### src/rtl/estagio_writeback_pkg.sv
// Shared definitions for the writeback stage: widths, load funct3 codes and ALU result payload.
package estagio_writeback_pkg;

  localparam int unsigned XLEN     = 32;
  localparam int unsigned NUM_REGS = 32;
  localparam int unsigned REG_W    = 5;
  localparam int unsigned F3_W     = 3;

  localparam logic [F3_W-1:0] F3_LB  = 3'b000;
  localparam logic [F3_W-1:0] F3_LH  = 3'b001;
  localparam logic [F3_W-1:0] F3_LW  = 3'b010;
  localparam logic [F3_W-1:0] F3_LBU = 3'b100;
  localparam logic [F3_W-1:0] F3_LHU = 3'b101;

  // One buffered ALU result: destination register and value.
  typedef struct packed {
    logic [REG_W-1:0] rd;
    logic [XLEN-1:0]  dado;
  } ula_res_t;

endpackage

### src/rtl/estagio_writeback_fila_resultados_ula.sv
// Small circular FIFO holding ALU results that could not retire immediately.
module fila_resultados_ula
  import estagio_writeback_pkg::*;
#(
  parameter int unsigned DEPTH = 2
) (
  input  logic     clk,
  input  logic     reset,
  input  logic     push_i,
  input  ula_res_t dado_i,
  input  logic     pop_i,
  output ula_res_t dado_o,
  output logic     cheia_o,
  output logic     vazia_o
);

  localparam int unsigned PTR_W = (DEPTH > 1) ? $clog2(DEPTH) : 1;
  localparam int unsigned CNT_W = $clog2(DEPTH + 1);

  ula_res_t         mem_q [DEPTH];
  logic [PTR_W-1:0] wr_ptr_q, rd_ptr_q;
  logic [CNT_W-1:0] cnt_q;
  logic             push_ok, pop_ok;

  // Pointers wrap at DEPTH, which need not be a power of two.
  function automatic logic [PTR_W-1:0] avanca(input logic [PTR_W-1:0] p);
    return (p == PTR_W'(DEPTH - 1)) ? '0 : p + PTR_W'(1);
  endfunction

  assign cheia_o = (cnt_q == CNT_W'(DEPTH));
  assign vazia_o = (cnt_q == '0);
  assign push_ok = push_i && !cheia_o;
  assign pop_ok  = pop_i && !vazia_o;
  assign dado_o  = mem_q[rd_ptr_q];

  // Storage: written at the tail on every accepted push.
  always_ff @(posedge clk or posedge reset) begin
    if (reset) begin
      for (int i = 0; i < int'(DEPTH); i++) mem_q[i] <= '0;
    end else if (push_ok) begin
      mem_q[wr_ptr_q] <= dado_i;
    end
  end

  // Pointer and occupancy bookkeeping.
  always_ff @(posedge clk or posedge reset) begin
    if (reset) begin
      wr_ptr_q <= '0;
      rd_ptr_q <= '0;
      cnt_q    <= '0;
    end else begin
      if (push_ok) wr_ptr_q <= avanca(wr_ptr_q);
      if (pop_ok)  rd_ptr_q <= avanca(rd_ptr_q);
      case ({push_ok, pop_ok})
        2'b10:   cnt_q <= cnt_q + CNT_W'(1);
        2'b01:   cnt_q <= cnt_q - CNT_W'(1);
        default: cnt_q <= cnt_q;
      endcase
    end
  end

endmodule

### src/rtl/estagio_writeback.sv
// Writeback stage: arbitrates loads, buffered and direct ALU results onto the
// single register bank write port and tracks outstanding destination registers.
module estagio_writeback
  import estagio_writeback_pkg::*;
#(
  parameter int unsigned FIFO_DEPTH = 2
) (
  input  logic                clk,
  input  logic                reset,
  input  logic                ula_valido,
  output logic                ula_pronto,
  input  logic [REG_W-1:0]    ula_rd,
  input  logic [XLEN-1:0]     ula_dado,
  input  logic                mem_valido,
  input  logic [REG_W-1:0]    mem_rd,
  input  logic [XLEN-1:0]     mem_dado,
  input  logic [F3_W-1:0]     mem_funct3,
  input  logic [1:0]          mem_offset,
  input  logic                reserva_valido,
  input  logic [REG_W-1:0]    reserva_rd,
  output logic [NUM_REGS-1:0] pendente,
  output logic                escrever_registrador,
  output logic [REG_W-1:0]    registrador_escrita,
  output logic [XLEN-1:0]     dados_escrita,
  output logic                erro_carga
);

  ula_res_t            fifo_in, fifo_head;
  logic                fifo_push, fifo_pop, fifo_cheia, fifo_vazia;
  logic                ula_aceito;

  logic                sel_valido, sel_erro, escreve_d;
  logic [REG_W-1:0]    sel_rd;
  logic [XLEN-1:0]     sel_dado;

  logic                we_q, erro_q;
  logic [REG_W-1:0]    addr_q;
  logic [XLEN-1:0]     data_q;
  logic [NUM_REGS-1:0] pend_q, pend_d;

  function automatic logic carga_legal(input logic [F3_W-1:0] f3);
    return f3 inside {F3_LB, F3_LH, F3_LW, F3_LBU, F3_LHU};
  endfunction

  // Extracts and extends the addressed byte/half from the aligned word.
  function automatic logic [XLEN-1:0] formatar_carga(input logic [F3_W-1:0] f3,
                                                     input logic [1:0]      off,
                                                     input logic [XLEN-1:0] w);
    logic [7:0]  b;
    logic [15:0] h;
    b = w[{off, 3'b000} +: 8];
    h = off[1] ? w[31:16] : w[15:0];
    case (f3)
      F3_LB:   return {{(XLEN-8){b[7]}}, b};
      F3_LH:   return {{(XLEN-16){h[15]}}, h};
      F3_LW:   return w;
      F3_LBU:  return {{(XLEN-8){1'b0}}, b};
      F3_LHU:  return {{(XLEN-16){1'b0}}, h};
      default: return '0;
    endcase
  endfunction

  fila_resultados_ula #(.DEPTH(FIFO_DEPTH)) u_fila (
    .clk     (clk),
    .reset   (reset),
    .push_i  (fifo_push),
    .dado_i  (fifo_in),
    .pop_i   (fifo_pop),
    .dado_o  (fifo_head),
    .cheia_o (fifo_cheia),
    .vazia_o (fifo_vazia)
  );

  // Ready depends only on occupancy; a same-cycle pop does not grant a slot.
  assign ula_pronto = !reset && !fifo_cheia;
  assign ula_aceito = ula_valido && ula_pronto;
  assign fifo_in    = '{rd: ula_rd, dado: ula_dado};

  // Source selection: load first, then FIFO head, then direct ALU when FIFO empty.
  always_comb begin
    sel_valido = 1'b0;
    sel_erro   = 1'b0;
    sel_rd     = '0;
    sel_dado   = '0;
    fifo_push  = 1'b0;
    fifo_pop   = 1'b0;
    if (mem_valido) begin
      sel_rd    = mem_rd;
      fifo_push = ula_aceito;
      if (carga_legal(mem_funct3)) begin
        sel_valido = 1'b1;
        sel_dado   = formatar_carga(mem_funct3, mem_offset, mem_dado);
      end else begin
        sel_erro = 1'b1;
      end
    end else if (!fifo_vazia) begin
      fifo_pop   = 1'b1;
      fifo_push  = ula_aceito;
      sel_valido = 1'b1;
      sel_rd     = fifo_head.rd;
      sel_dado   = fifo_head.dado;
    end else if (ula_aceito) begin
      sel_valido = 1'b1;
      sel_rd     = ula_rd;
      sel_dado   = ula_dado;
    end
  end

  assign escreve_d = sel_valido && (sel_rd != '0);

  // Scoreboard update: retire clears, reservation sets and wins on collision.
  always_comb begin
    pend_d = pend_q;
    if (escreve_d) pend_d[sel_rd] = 1'b0;
    if (reserva_valido && (reserva_rd != '0)) pend_d[reserva_rd] = 1'b1;
    pend_d[0] = 1'b0;
  end

  // Registered write port; address/data hold when nothing is written.
  always_ff @(posedge clk or posedge reset) begin
    if (reset) begin
      we_q   <= 1'b0;
      erro_q <= 1'b0;
      addr_q <= '0;
      data_q <= '0;
      pend_q <= '0;
    end else begin
      we_q   <= escreve_d;
      erro_q <= sel_erro;
      pend_q <= pend_d;
      if (escreve_d) begin
        addr_q <= sel_rd;
        data_q <= sel_dado;
      end
    end
  end

  assign escrever_registrador = we_q;
  assign registrador_escrita  = addr_q;
  assign dados_escrita        = data_q;
  assign erro_carga           = erro_q;
  assign pendente             = pend_q;

endmodule

### config.mk
export PLATFORM = sky130hd
export DESIGN_NAME = estagio_writeback
export DESIGN_NICKNAME = d
export VERILOG_FILES = /design/src/rtl/estagio_writeback_pkg.sv /design/src/rtl/estagio_writeback_fila_resultados_ula.sv /design/src/rtl/estagio_writeback.sv
export SDC_FILE = /design/constraint.sdc
export NUM_CORES = 1
export LEC_CHECK = 0
export ABC_AREA = 1
export CELL_PAD_IN_SITES_DETAIL_PLACEMENT = 1
export CELL_PAD_IN_SITES_GLOBAL_PLACEMENT = 1
export CORE_MARGIN = 3
export CORE_UTILIZATION = 34
export CTS_CLUSTER_DIAMETER = 60
export DETAILED_ROUTE_END_ITERATION = 10
export PLACE_DENSITY_LB_ADDON = 0.1
export SLEW_MARGIN = 5
export SYNTH_ARGS = -nofsm -noshare
export SYNTH_HDL_FRONTEND = slang
export SYNTH_SLANG_ARGS = --single-unit
### constraint.sdc
create_clock -name clk -period 4.6 [get_ports clk]
set_clock_uncertainty 0.2 [all_clocks]
set_input_delay 0.46 -clock clk [delete_from_list [all_inputs] [get_ports clk]]
set_output_delay 0.46 -clock clk [all_outputs]
set_load 0.02 [all_outputs]
==> Word level (Yosys, flattened, before mapping) <==
Cells that the tools add are included.
Widths: inputs -> output; s select.
{ "word_totals": {"out_inout_bits": 72, "word_cells": 88, "n_memories": 0, "ff_bits": 148, "latchBits": 0, "in_bits": 89, "ramBits": 0, "rom_bits": 0} }
{ "op_classes": {"shifts": 1, "n_bitwise": 5, "n_mul": 0, "div": 0, "eq_ne": 7, "reduce_logical": 18, "magnitude_cmp": 7, "mux": 34, "n_addsub": 4} }
{ "op_table": {"columns": ["op", "n"], "rows": [
  ["$mux 32", 6],
  ["$pmux 32 s5", 1],
  ["$mux 37", 4],
  ["$bwmux 74", 1],
  ["$demux 37 s1", 1],
  ["$and 32x32->32", 1],
  ["$not 32->32", 1],
  ["$or 32x32->32", 1],
  ["$shiftx 32x6->8", 1],
  ["$mux 16", 1],
  ["$mux 5", 3],
  ["$reduce_bool 5->1", 3],
  ["$mux 1", 14],
  ["$lt 5x6->1 const B", 2],
  ["$demux 1 s5", 2],
  ["$ge 5x1->1 const B", 2],
  ["$logic_and 1x1->1", 9],
  ["$eq 3x3->1 const B", 2],
  ["$eq 2x2->1 const B", 2],
  ["$ge 2x2->1 const B", 2],
  ["$not 1->2", 2],
  ["$pmux 2 s2", 1],
  ["$eq 3x1->1 const B", 1],
  ["$eq 3x2->1 const B", 1],
  ["other kinds (9)", 12]
]} }

==> Longest topological paths before layout <==
Gate-level depths: netlist (run 1).
{ "depth": {"word_depth": 16, "ltp_mapped": 13, "depth_no_buf": 12} }

==> By module <==
From an unflattened synthesis (run 1), not the netlist that was laid out.
{ "unflattened": {"cells_unflattened": 1101, "area_unflattened_um2": 8079.0} }
{ "by_module_without_submodules": {"columns": ["module", "cells_per_inst", "instances", "area_each_um2"], "rows": [
  ["estagio_writeback", 621, 1, 4310.4],
  ["fila_resultados_ula", 480, 1, 3768.6]
]} }

==> Worst setup path after synthesis (run 1) <==
OpenSTA, ideal clock, no wires.
{ "synth_path": {"path_kind": "in2reg", "start": "input reset", "end": "register pend_q[7], in the netlist pendente[7]", "path_buffers": 1, "cell_stages": 11, "setup_slack_ps": -730, "arrival_time_ps": 5013, "setup_ps": 117, "required_ps": 4283, "path_cell_list": "inv_1 > nand3_2 > inv_2 > buf_2 > nand2_1 > nand3_1 > nand3_1 > nor2_1 > nand3_1 > nand2_1 > nand2_1"} }
{ "synth_via": {"elab_chain_len": 15, "elab_cells_between_ends": 21, "cone_classes": "order compare (2); mux (10); bitwise (3); reduce/logical (6)"} }
{ "synth_rtl": {"columns": ["element", "line", "source"], "rows": [
  ["start, declared", "estagio_writeback.sv:9", "input logic reset,"],
  ["$logic_not 1->1 (no source line) (*)", null, null],
  ["$logic_and 1x1->1 (*)", "estagio_writeback.sv:75", "assign ula_pronto = !reset && !fifo_cheia;"],
  ["$logic_and 1x1->1 (*)", "estagio_writeback.sv:76", "assign ula_aceito = ula_valido && ula_pronto;"],
  ["$mux 5", "estagio_writeback.sv:102", "end else if (ula_aceito) begin"],
  ["$mux 5", "estagio_writeback.sv:96", "end else if (!fifo_vazia) begin"],
  ["$mux 5", "estagio_writeback.sv:87", "if (mem_valido) begin"],
  ["$lt 5x6->1 (not written as such) / $ge 5x1->1 (equally long branches)", "estagio_writeback.sv:114", "if (escreve_d) pend_d[sel_rd] = 1'b0;"],
  ["$logic_and 1x1->1 (not written as such)", "estagio_writeback.sv:114", null],
  ["$mux 1 (not written as such)", "estagio_writeback.sv:114", null],
  ["$demux 1 s5", "estagio_writeback.sv:114", null],
  ["$not 32->32 (no source line)", null, null],
  ["$and 32x32->32 (no source line)", null, null],
  ["$mux 32 (*)", "estagio_writeback.sv:114", null],
  ["$or 32x32->32 (no source line)", null, null],
  ["$mux 32 (*)", "estagio_writeback.sv:115", "if (reserva_valido && (reserva_rd != '0)) pend_d[reserva_rd] = 1'b1;"],
  ["named net pend_d[7]", "estagio_writeback.sv:39", "logic [NUM_REGS-1:0] pend_q, pend_d;"],
  ["end signal, assigned", "estagio_writeback.sv:130", "pend_q <= pend_d;"],
  ["end, declared", "estagio_writeback.sv:39", null]
]} }
The timed path passes the listed nets; every way through them passes the cells marked *.
A chain may end at the register's enable or synchronous reset.

==> Worst setup path after layout (run 1) <==
{ "layout_path": {"start": "input mem_valido", "end": "register pend_q[13], in the netlist pendente[13]"} }
{ "layout_via": {"elab_chain_len": 10, "elab_cells_between_ends": 14, "cone_classes": "order compare (2); mux (6); bitwise (3); reduce/logical (3)"} }
{ "layout_rtl": {"columns": ["element", "line", "source"], "rows": [
  ["start, declared", "estagio_writeback.sv:14", "input logic mem_valido,"],
  ["$mux 5", "estagio_writeback.sv:87", null],
  ["$lt 5x6->1 (not written as such) / $ge 5x1->1 (equally long branches)", "estagio_writeback.sv:114", null],
  ["$logic_and 1x1->1 (not written as such)", "estagio_writeback.sv:114", null],
  ["$mux 1 (not written as such)", "estagio_writeback.sv:114", null],
  ["$demux 1 s5", "estagio_writeback.sv:114", null],
  ["$not 32->32 (no source line)", null, null],
  ["$and 32x32->32 (no source line)", null, null],
  ["$mux 32 (*)", "estagio_writeback.sv:114", null],
  ["$or 32x32->32 (no source line)", null, null],
  ["$mux 32 (*)", "estagio_writeback.sv:115", null],
  ["named net pend_d[13]", "estagio_writeback.sv:39", null]
]} }
Marked as above.

==> results of run 1 <==
-- stage by stage --
step	hold slack (ps)	util, %	setup WS [ps]	cell area (µm²)
global route	305.5	45.56	1321	10030
finish	278.3	45.56	1612	10030
floorplan	247.8	-	277.5	7679
global placement	263.1	42.83	1266	9434
CTS	287.9	45.56	1585	10030
detailed placement	270.9	42.83	1109	9434
-- area by class of cell --
cell class	count	share of cell area (%)
clock inverters	12	1.434
repair buffers	166	16.63
inverters	79	3.042
flip-flops and latches	148	36.91
well taps	280	3.491
multi-input cells	746	33.94
clock buffers	20	4.551
-- logic make-up after synthesis --
family | Yosys count | share of synthesized area (%)
compound gates | 202 | 14.43
xor+xnor | 3 | 0.3424
fa+ha+maj | 1 | 0.1630
buf+inv | 129 | 7.401
flops | 148 | 48.26
mux | 7 | 0.9130
other cells | 1 | 0.04886
simple gates | 532 | 28.45
-- where the power goes --
| group | leakage, nW | internal, mW | switching, mW |
|---|---|---|---|
| combinational | 2.68 | 1.04 | 1.63 |
| sequential | 1.86 | 1.89 | 0.360 |
| clock | 0.290 | 0.839 | 0.596 |
-- routing by layer --
layer | GRT usage, % | vias to the layer above
met3 | 4.121 | 21
met2 | 33.57 | 217
li1 | - | 3562
met1 | 32.18 | 3554
met4 | 4.960 | 0
met5 | 0 | -
-- cell usage after synthesis, drive strengths merged --
cell,instances
mux2i,7
nor3,9
xnor2,2
conb,1
buf,29
a22o,1
xor2,1
a32oi,14
or2,3
clkbuf,21
nand3,61
inv,79
o22ai,4
a21boi,1
o221ai,4
a31oi,2
nor2,33
ha,1
a21oi,17
dfrtp,148
nand2,426
o21ai,159
-- state kept, by name (all words and copies together) (netlist names) --
name and cells:
dados_escrita 32, erro_carga 1, escrever_registrador 1, pendente 31
registrador_escrita 5, u_fila.cnt_q 2, u_fila.mem_q 74, u_fila.rd_ptr_q 1
u_fila.wr_ptr_q 1
-- worst max-delay path, delay by kind of cell --
kind                   cells  cell delay [ps]
buffers and inverters      5             1480
AOI/OAI and AO/OA          2              420
and+or+nand+nor            4              680
-- worst paths after layout --
kind,from,to,cells after the start
min in group asynchronous,reset,u_fila.mem_q[4]$_DFFE_PP0P_,3
max in group asynchronous,reset,registrador_escrita[2]$_DFFE_PP0N_,3
max,mem_valido,pendente[13]$_DFF_PP0_,11
max reg2reg,u_fila.cnt_q[0]$_DFFE_PP0P_,dados_escrita[19]$_DFFE_PP0N_,12
min reg2reg,dados_escrita[18]$_DFFE_PP0N_,dados_escrita[18]$_DFFE_PP0N_,2
min,dados_escrita[18]$_DFFE_PP0N_,dados_escrita[18]$_DFFE_PP0N_,2
-- cell usage in the layout, fill, tap and decap left out, types with 2 or more instances in the layout --
master             n
nand2_1          422
clkdlybuf4s50_1  159
dfrtp_1          148
o21ai_0          139
inv_1             71
nand3_1           57
nor2_1            28
o21ai_1           19
clkbuf_16         17
a32oi_1           14
a21oi_1           14
nor3_1             8
mux2i_1            7
inv_2              5
buf_4              5
nor2_4             4
o221ai_1           4
o22ai_1            4
clkinvlp_4         3
nand3_2            3
a21oi_2            3
or2_2              3
inv_6              3
clkinv_4           3
inv_4              2
nand2_2            2
a31oi_1            2
xnor2_1            2
clkbuf_8           2
bufinv_16          2
buf_12             2
==> flow_summary_export.csv, run 1 <==
group,metric,value,unit
status,outcome,"completed",
global_routing,overflow,0,
detailed_routing,vias_per_cell,5.068,
sta,slew_headroom,46.18,%
die,row_count,54,
worst_setup_path,cp_max_fo,32,
power_and_ir_drop,power.density,632.6,nW/µm²
flow_run,drv_cap,0,
die,die_x,156.2,µm
logic_synthesis,post_synth_num_cell_types,39,
logic_synthesis,yosys_warnings,0,
sta,tightest_slew,807.3,ps
logic_synthesis,synth_area_leaders,"dfrtp_1, nand2_1, o21ai_0",
cts,clock_latency,420,ps
detailed_routing,routedWlPerCell,18.23,µm
die,fp.dieH,156.2,µm
die,start_util,34.84,%
worst_hold_path,hold_class,"reg2reg",
worst_setup_path,cp.required,4680,ps
layout,syn2layout_area_growth,30.75,%
detailed_routing,drc,0,
worst_setup_path,critical_path_class,"in2reg",
logic_synthesis,postSynthCellCount,1023,
detailed_routing,wirelength,26450,µm
logic_synthesis,synth_nets,1113,
worst_setup_path,critPathSlowestCell,"clkdlybuf4s50_1",
worst_setup_path,startpoint_type,"primary input",
cts,ctsResizeCount,0,
layout,fillerInstances,2715,
die,core-area,22030,µm²
layout,drive_gt1_share,5.722,%
global_routing,grt_max_degree,149,
placement,place_hpwl,18590,µm
logic_synthesis,synth_area,7675,µm²
worst_setup_path,worst_ep_arrival_time,3070,ps
die,io_pins,161,
cts,clock_path_buffers,2,
logic_synthesis,synth_top_area_share,48.26,%
logic_synthesis,ys_ff_latch,148,
logic_synthesis,ys_seq_area_share,48.26,%
cts,clk_root_buffer_cell,"clkbuf_16",
sta,fin_crit_sh,64.95,%
detailed_routing,detail-route-antenna-nets,0,
layout,antenna_cells,0,
die,die_area,24410,µm²
sta,hold_violations,0,
detailed_routing,firstDrtPassIters,5,
power_and_ir_drop,p_leak,4.835,nW
cts,tritoncts,"done",
worst_setup_path,cp-end-kind,"flop",
sta,finalCriticalPeriod,2988,ps
sta,setup_viol,0,
sta,rsz0062_at_grt,"no",
power_and_ir_drop,peakVddDrop,0.2811,mV
global_routing,grt_antenna_before_repair,0,
global_routing,grt_pass1_wl,41750,µm
detailed_routing,met3_length,1509,µm
cts,clock_sinks,148,
placement,place_inst,1419,
sta,fmax,0.3347,GHz
detailed_routing,wl_met1,12930,µm
cts,path_clk_slew,70,ps
detailed_routing,dr.first_iter.drc_count,380,
cts,cts_setup_buffers,0,
logic_synthesis,synth.avg_cell_area,7.502,µm²
sta,finalSetupTns,0,ps
sta,slew_violations,0,
placement,port_buffers,159,
placement,place_congestion,0.8781,
worst_setup_path,crit_chain,"clkdlybuf4s50_1, buf_4, inv_2, nand2_4, inv_4, nand2_1, nand2_1, inv_1, nand3_1, o21ai_0, o21ai_0",
worst_setup_path,ff2ff_setup_slack,1860,ps
worst_setup_path,critPathMaxStageDelay,460,ps
detailed_routing,top_layer,"met4",
layout,seqCellArea,3704,µm²
logic_synthesis,yosys.area.top_type,"dfrtp_1",
global_routing,grtUsageTotal,21.87,%
cts,cts_inserted_buffers,17,
detailed_routing,wl_met2,11720,µm
layout,final_cells,1451,
power_and_ir_drop,power,6.348,mW
cts,h-tree-depth,4,
cts,holdBufCountCts,0,
layout,multiInputGateArea,3406,µm²
detailed_routing,vias,7354,
global_routing,grt_pass1_vias,7465,
layout,nets,1248,
Power figures use the tool's default switching activity.
==> run 2, diff against run 1 <==
--- a/config.mk
+++ b/config.mk
@@ -9,7 +9,7 @@
 export CELL_PAD_IN_SITES_DETAIL_PLACEMENT = 1
 export CELL_PAD_IN_SITES_GLOBAL_PLACEMENT = 1
 export CORE_MARGIN = 3
-export CORE_UTILIZATION = 34
+export CORE_UTILIZATION = 37
 export CTS_CLUSTER_DIAMETER = 60
 export DETAILED_ROUTE_END_ITERATION = 10
 export PLACE_DENSITY_LB_ADDON = 0.1
==> constraint.sdc (replaced) <==
create_clock -name clk -period 2.93 [get_ports clk]
set_clock_uncertainty 0.2 [all_clocks]
set_input_delay 0.293 -clock clk [delete_from_list [all_inputs] [get_ports clk]]
set_output_delay 0.293 -clock clk [all_outputs]
set_load 0.02 [all_outputs]
==> run 2 against run 1 <==
Effect of this change:
- sequential share of layout area decreased by 0.32 points
- final cell count stayed put
- via count hardly changed
- cell area rose by 0.86%
- sequential power rose by 57%
- die area down 7.8%
- clock power rose by 48%
- largest power group unchanged
==> flow_summary_export.csv, run 2 (synthesis gave the netlist of run 1 again) <==
group,metric,value,unit
global_routing,grt_antenna_before_repair,0,
status,outcome,"completed",
power_and_ir_drop,peakVddDrop,0.4704,mV
worst_setup_path,cp_max_fo,75,
placement,port_buffers,159,
layout,final_common_cell,"nand2_1",
flow_run,drv_cap,0,
die,fp.dieH,150.0,µm
die,io_pins,161,
worst_setup_path,critPathMaxStageDelay,710,ps
sta,hold_violations,0,
layout,nets,1258,
detailed_routing,drc,0,
power_and_ir_drop,switching_share,41.64,%
placement,place_congestion,0.8794,
detailed_routing,dr.first_iter.drc_count,375,
sta,fmax,0.3861,GHz
layout,final_cell_mix,"nand2_1, clkdlybuf4s50_1, dfrtp_1",
worst_setup_path,cp.required,3080,ps
worst_setup_path,worst_ep_arrival_time,2740,ps
layout,final_area,10120,µm²
worst_setup_path,ff2ff_path_depth,9,
detailed_routing,vias,7347,
cts,cts_inserted_buffers,17,
worst_setup_path,ff2ff_setup_slack,340,ps
worst_setup_path,crit_family,"simple AND/OR/NAND/NOR gates",
placement,place_ws,174.2,ps
cts,holdBufCountCts,0,
global_routing,grt_pass1_wl,41300,µm
die,start_util,37.81,%
power_and_ir_drop,switchingPower,4.147,mW
placement,place_hpwl,17990,µm
global_routing,overflow,0,
layout,drive_gt1_share,7.197,%
power_and_ir_drop,seq_power_share,35.5,%
sta,hold-worst-slack,269.9,ps
power_and_ir_drop,p_leak,4.886,nW
global_routing,grt_pass1_vias,7640,
layout,largest_register_ffs,74,
sta,slew_violations,0,
cts,clock_path_buffers,2,
worst_setup_path,cp-end-kind,"flop",
sta,setup_viol,0,
cts,clock_latency,430,ps
layout,antenna_cells,0,
cts,path_clk_slew,70,ps
power_and_ir_drop,power,9.959,mW
layout,syn2layout_area_growth,31.87,%
worst_setup_path,critical_path_class,"reg2reg",
cts,ctsResizeCount,0,
cts,clock_sinks,148,
die,die_x,150.0,µm
worst_setup_path,path_depth,9,
cts,tritoncts,"done",
layout,top_register,"u_fila.mem_q",
die,die_area,22510,µm²
detailed_routing,routedWlPerCell,17.70,µm
worst_setup_path,worst-path-buf-inv,3,
detailed_routing,firstDrtPassIters,5,
die,row_count,52,
worst_hold_path,hold_path_depth,3,
sta,finalSetupTns,0,ps
detailed_routing,detail-route-antenna-nets,0,
worst_setup_path,critPathSlowestCell,"or2_4",
cts,h-tree-depth,4,
sta,fin_crit_sh,88.41,%
global_routing,grtUsageTotal,23.47,%
cts,cts_setup_buffers,0,
sta,finalCriticalPeriod,2590,ps
power_and_ir_drop,p_int,5.812,mW
power_and_ir_drop,clock_power_share,21.3,%
sta,tightest_slew,880.8,ps
worst_setup_path,crit_chain,"nor2_4, nand2_4, inv_4, buf_4, nor2_2, inv_2, or2_4, nand2_1, o21ai_1",
die,core-area,20300,µm²
worst_setup_path,startpoint_type,"flop",
sta,rsz0062_at_grt,"no",
placement,place_area,9560,µm²
global_routing,grt_max_degree,149,
power_and_ir_drop,power.density,984.0,nW/µm²
detailed_routing,wirelength,25680,µm
worst_hold_path,hold_class,"in2reg",
detailed_routing,vias_per_cell,5.063,
power_and_ir_drop,p_comb_share,43.2,%
sta,finalWorstSetupSlack,339.7,ps
sta,slew_headroom,41.28,%
cts,clk_root_buffer_cell,"clkbuf_16",
## run 2: cell types whose count changed in the layout (fill, tap and decap cells not counted), moves of 2 or more
cell	previous run	this run
buf_4	5	14
inv_8	1	5
bufinv_16	2	0
clkinv_4	3	1
inv_6	3	6
o21ai_1	19	78
clkbuf_8	2	0
o21ai_0	139	80
nand3_1	57	54
nand3_2	3	5
## run 2: worst reg2reg max path: cells and delay by family (launching register included)
| kind | cells | cell delay [ps] |
|---|---|---|
| and+or+nand+nor | 5 | 1350 |
| DFF | 1 | 470 |
| buffers and inverters | 3 | 400 |
| AOI/OAI and AO/OA | 1 | 110 |
## run 2: final timing paths
| kind | start | to |
|---|---|---|
| max in group asynchronous | reset | pendente[31]$_DFF_PP0_ |
| worst min-delay path | ula_dado[19] | u_fila.mem_q[56]$_DFFE_PP0P_ |
| worst max register to register | u_fila.cnt_q[0]$_DFFE_PP0P_ | u_fila.mem_q[61]$_DFFE_PP0P_ |
| worst min register to register | pendente[23]$_DFF_PP0_ | pendente[23]$_DFF_PP0_ |
| min in group asynchronous | reset | u_fila.mem_q[15]$_DFFE_PP0P_ |
| worst max-delay path | u_fila.cnt_q[0]$_DFFE_PP0P_ | u_fila.mem_q[61]$_DFFE_PP0P_ |
## run 2: through the flow
stage	instances	util (%)
final	1451	49.86
after global routing	1451	49.86
after CTS	1451	49.86
after detailed placement	1419	47.10
after global placement	1419	47.10
after floorplan	1023	-
## run 2: power by group through the flow
stage | logic (mW) | clock network, mW | registers, mW
4_1_cts | 4.35 | 2.16 | 3.54
3_5_place_dp | 4.32 | 0 | 3.55
5_1_grt | 4.78 | 2.26 | 3.65
2_1_floorplan | 2.25 | 0 | 3.92
6_report | 4.30 | 2.12 | 3.54
3_3_place_gp | 4.21 | 0 | 3.55
## run 2: area by class of cell
cell class,count,area [µm²]
timing repair buffer,176,1757
multi-input combinational,746,3457
clock buffer,17,425.4
clock inverter,15,135.1
tap,270,337.8
inverter,79,305.3
sequential,148,3704
fill,2558,10180
## run 2: routing by layer
metal	share of wire, %	global-route usage, %	vias to the layer above
met3	5.6	4.512	16
li1	-	-	3602
met2	45	37.06	196
met1	48	33.72	3533
met5	0	0	-
met4	0.83	4.895	0
==> run 3, diff against run 2 <==
--- a/config.mk
+++ b/config.mk
@@ -6,6 +6,7 @@
 export NUM_CORES = 1
 export LEC_CHECK = 0
 export ABC_AREA = 1
+export CAP_MARGIN = 20
 export CELL_PAD_IN_SITES_DETAIL_PLACEMENT = 1
 export CELL_PAD_IN_SITES_GLOBAL_PLACEMENT = 1
 export CORE_MARGIN = 3
==> results of run 3 <==
Same layout as run 2: the final DEF is identical, and so are final timing and power.
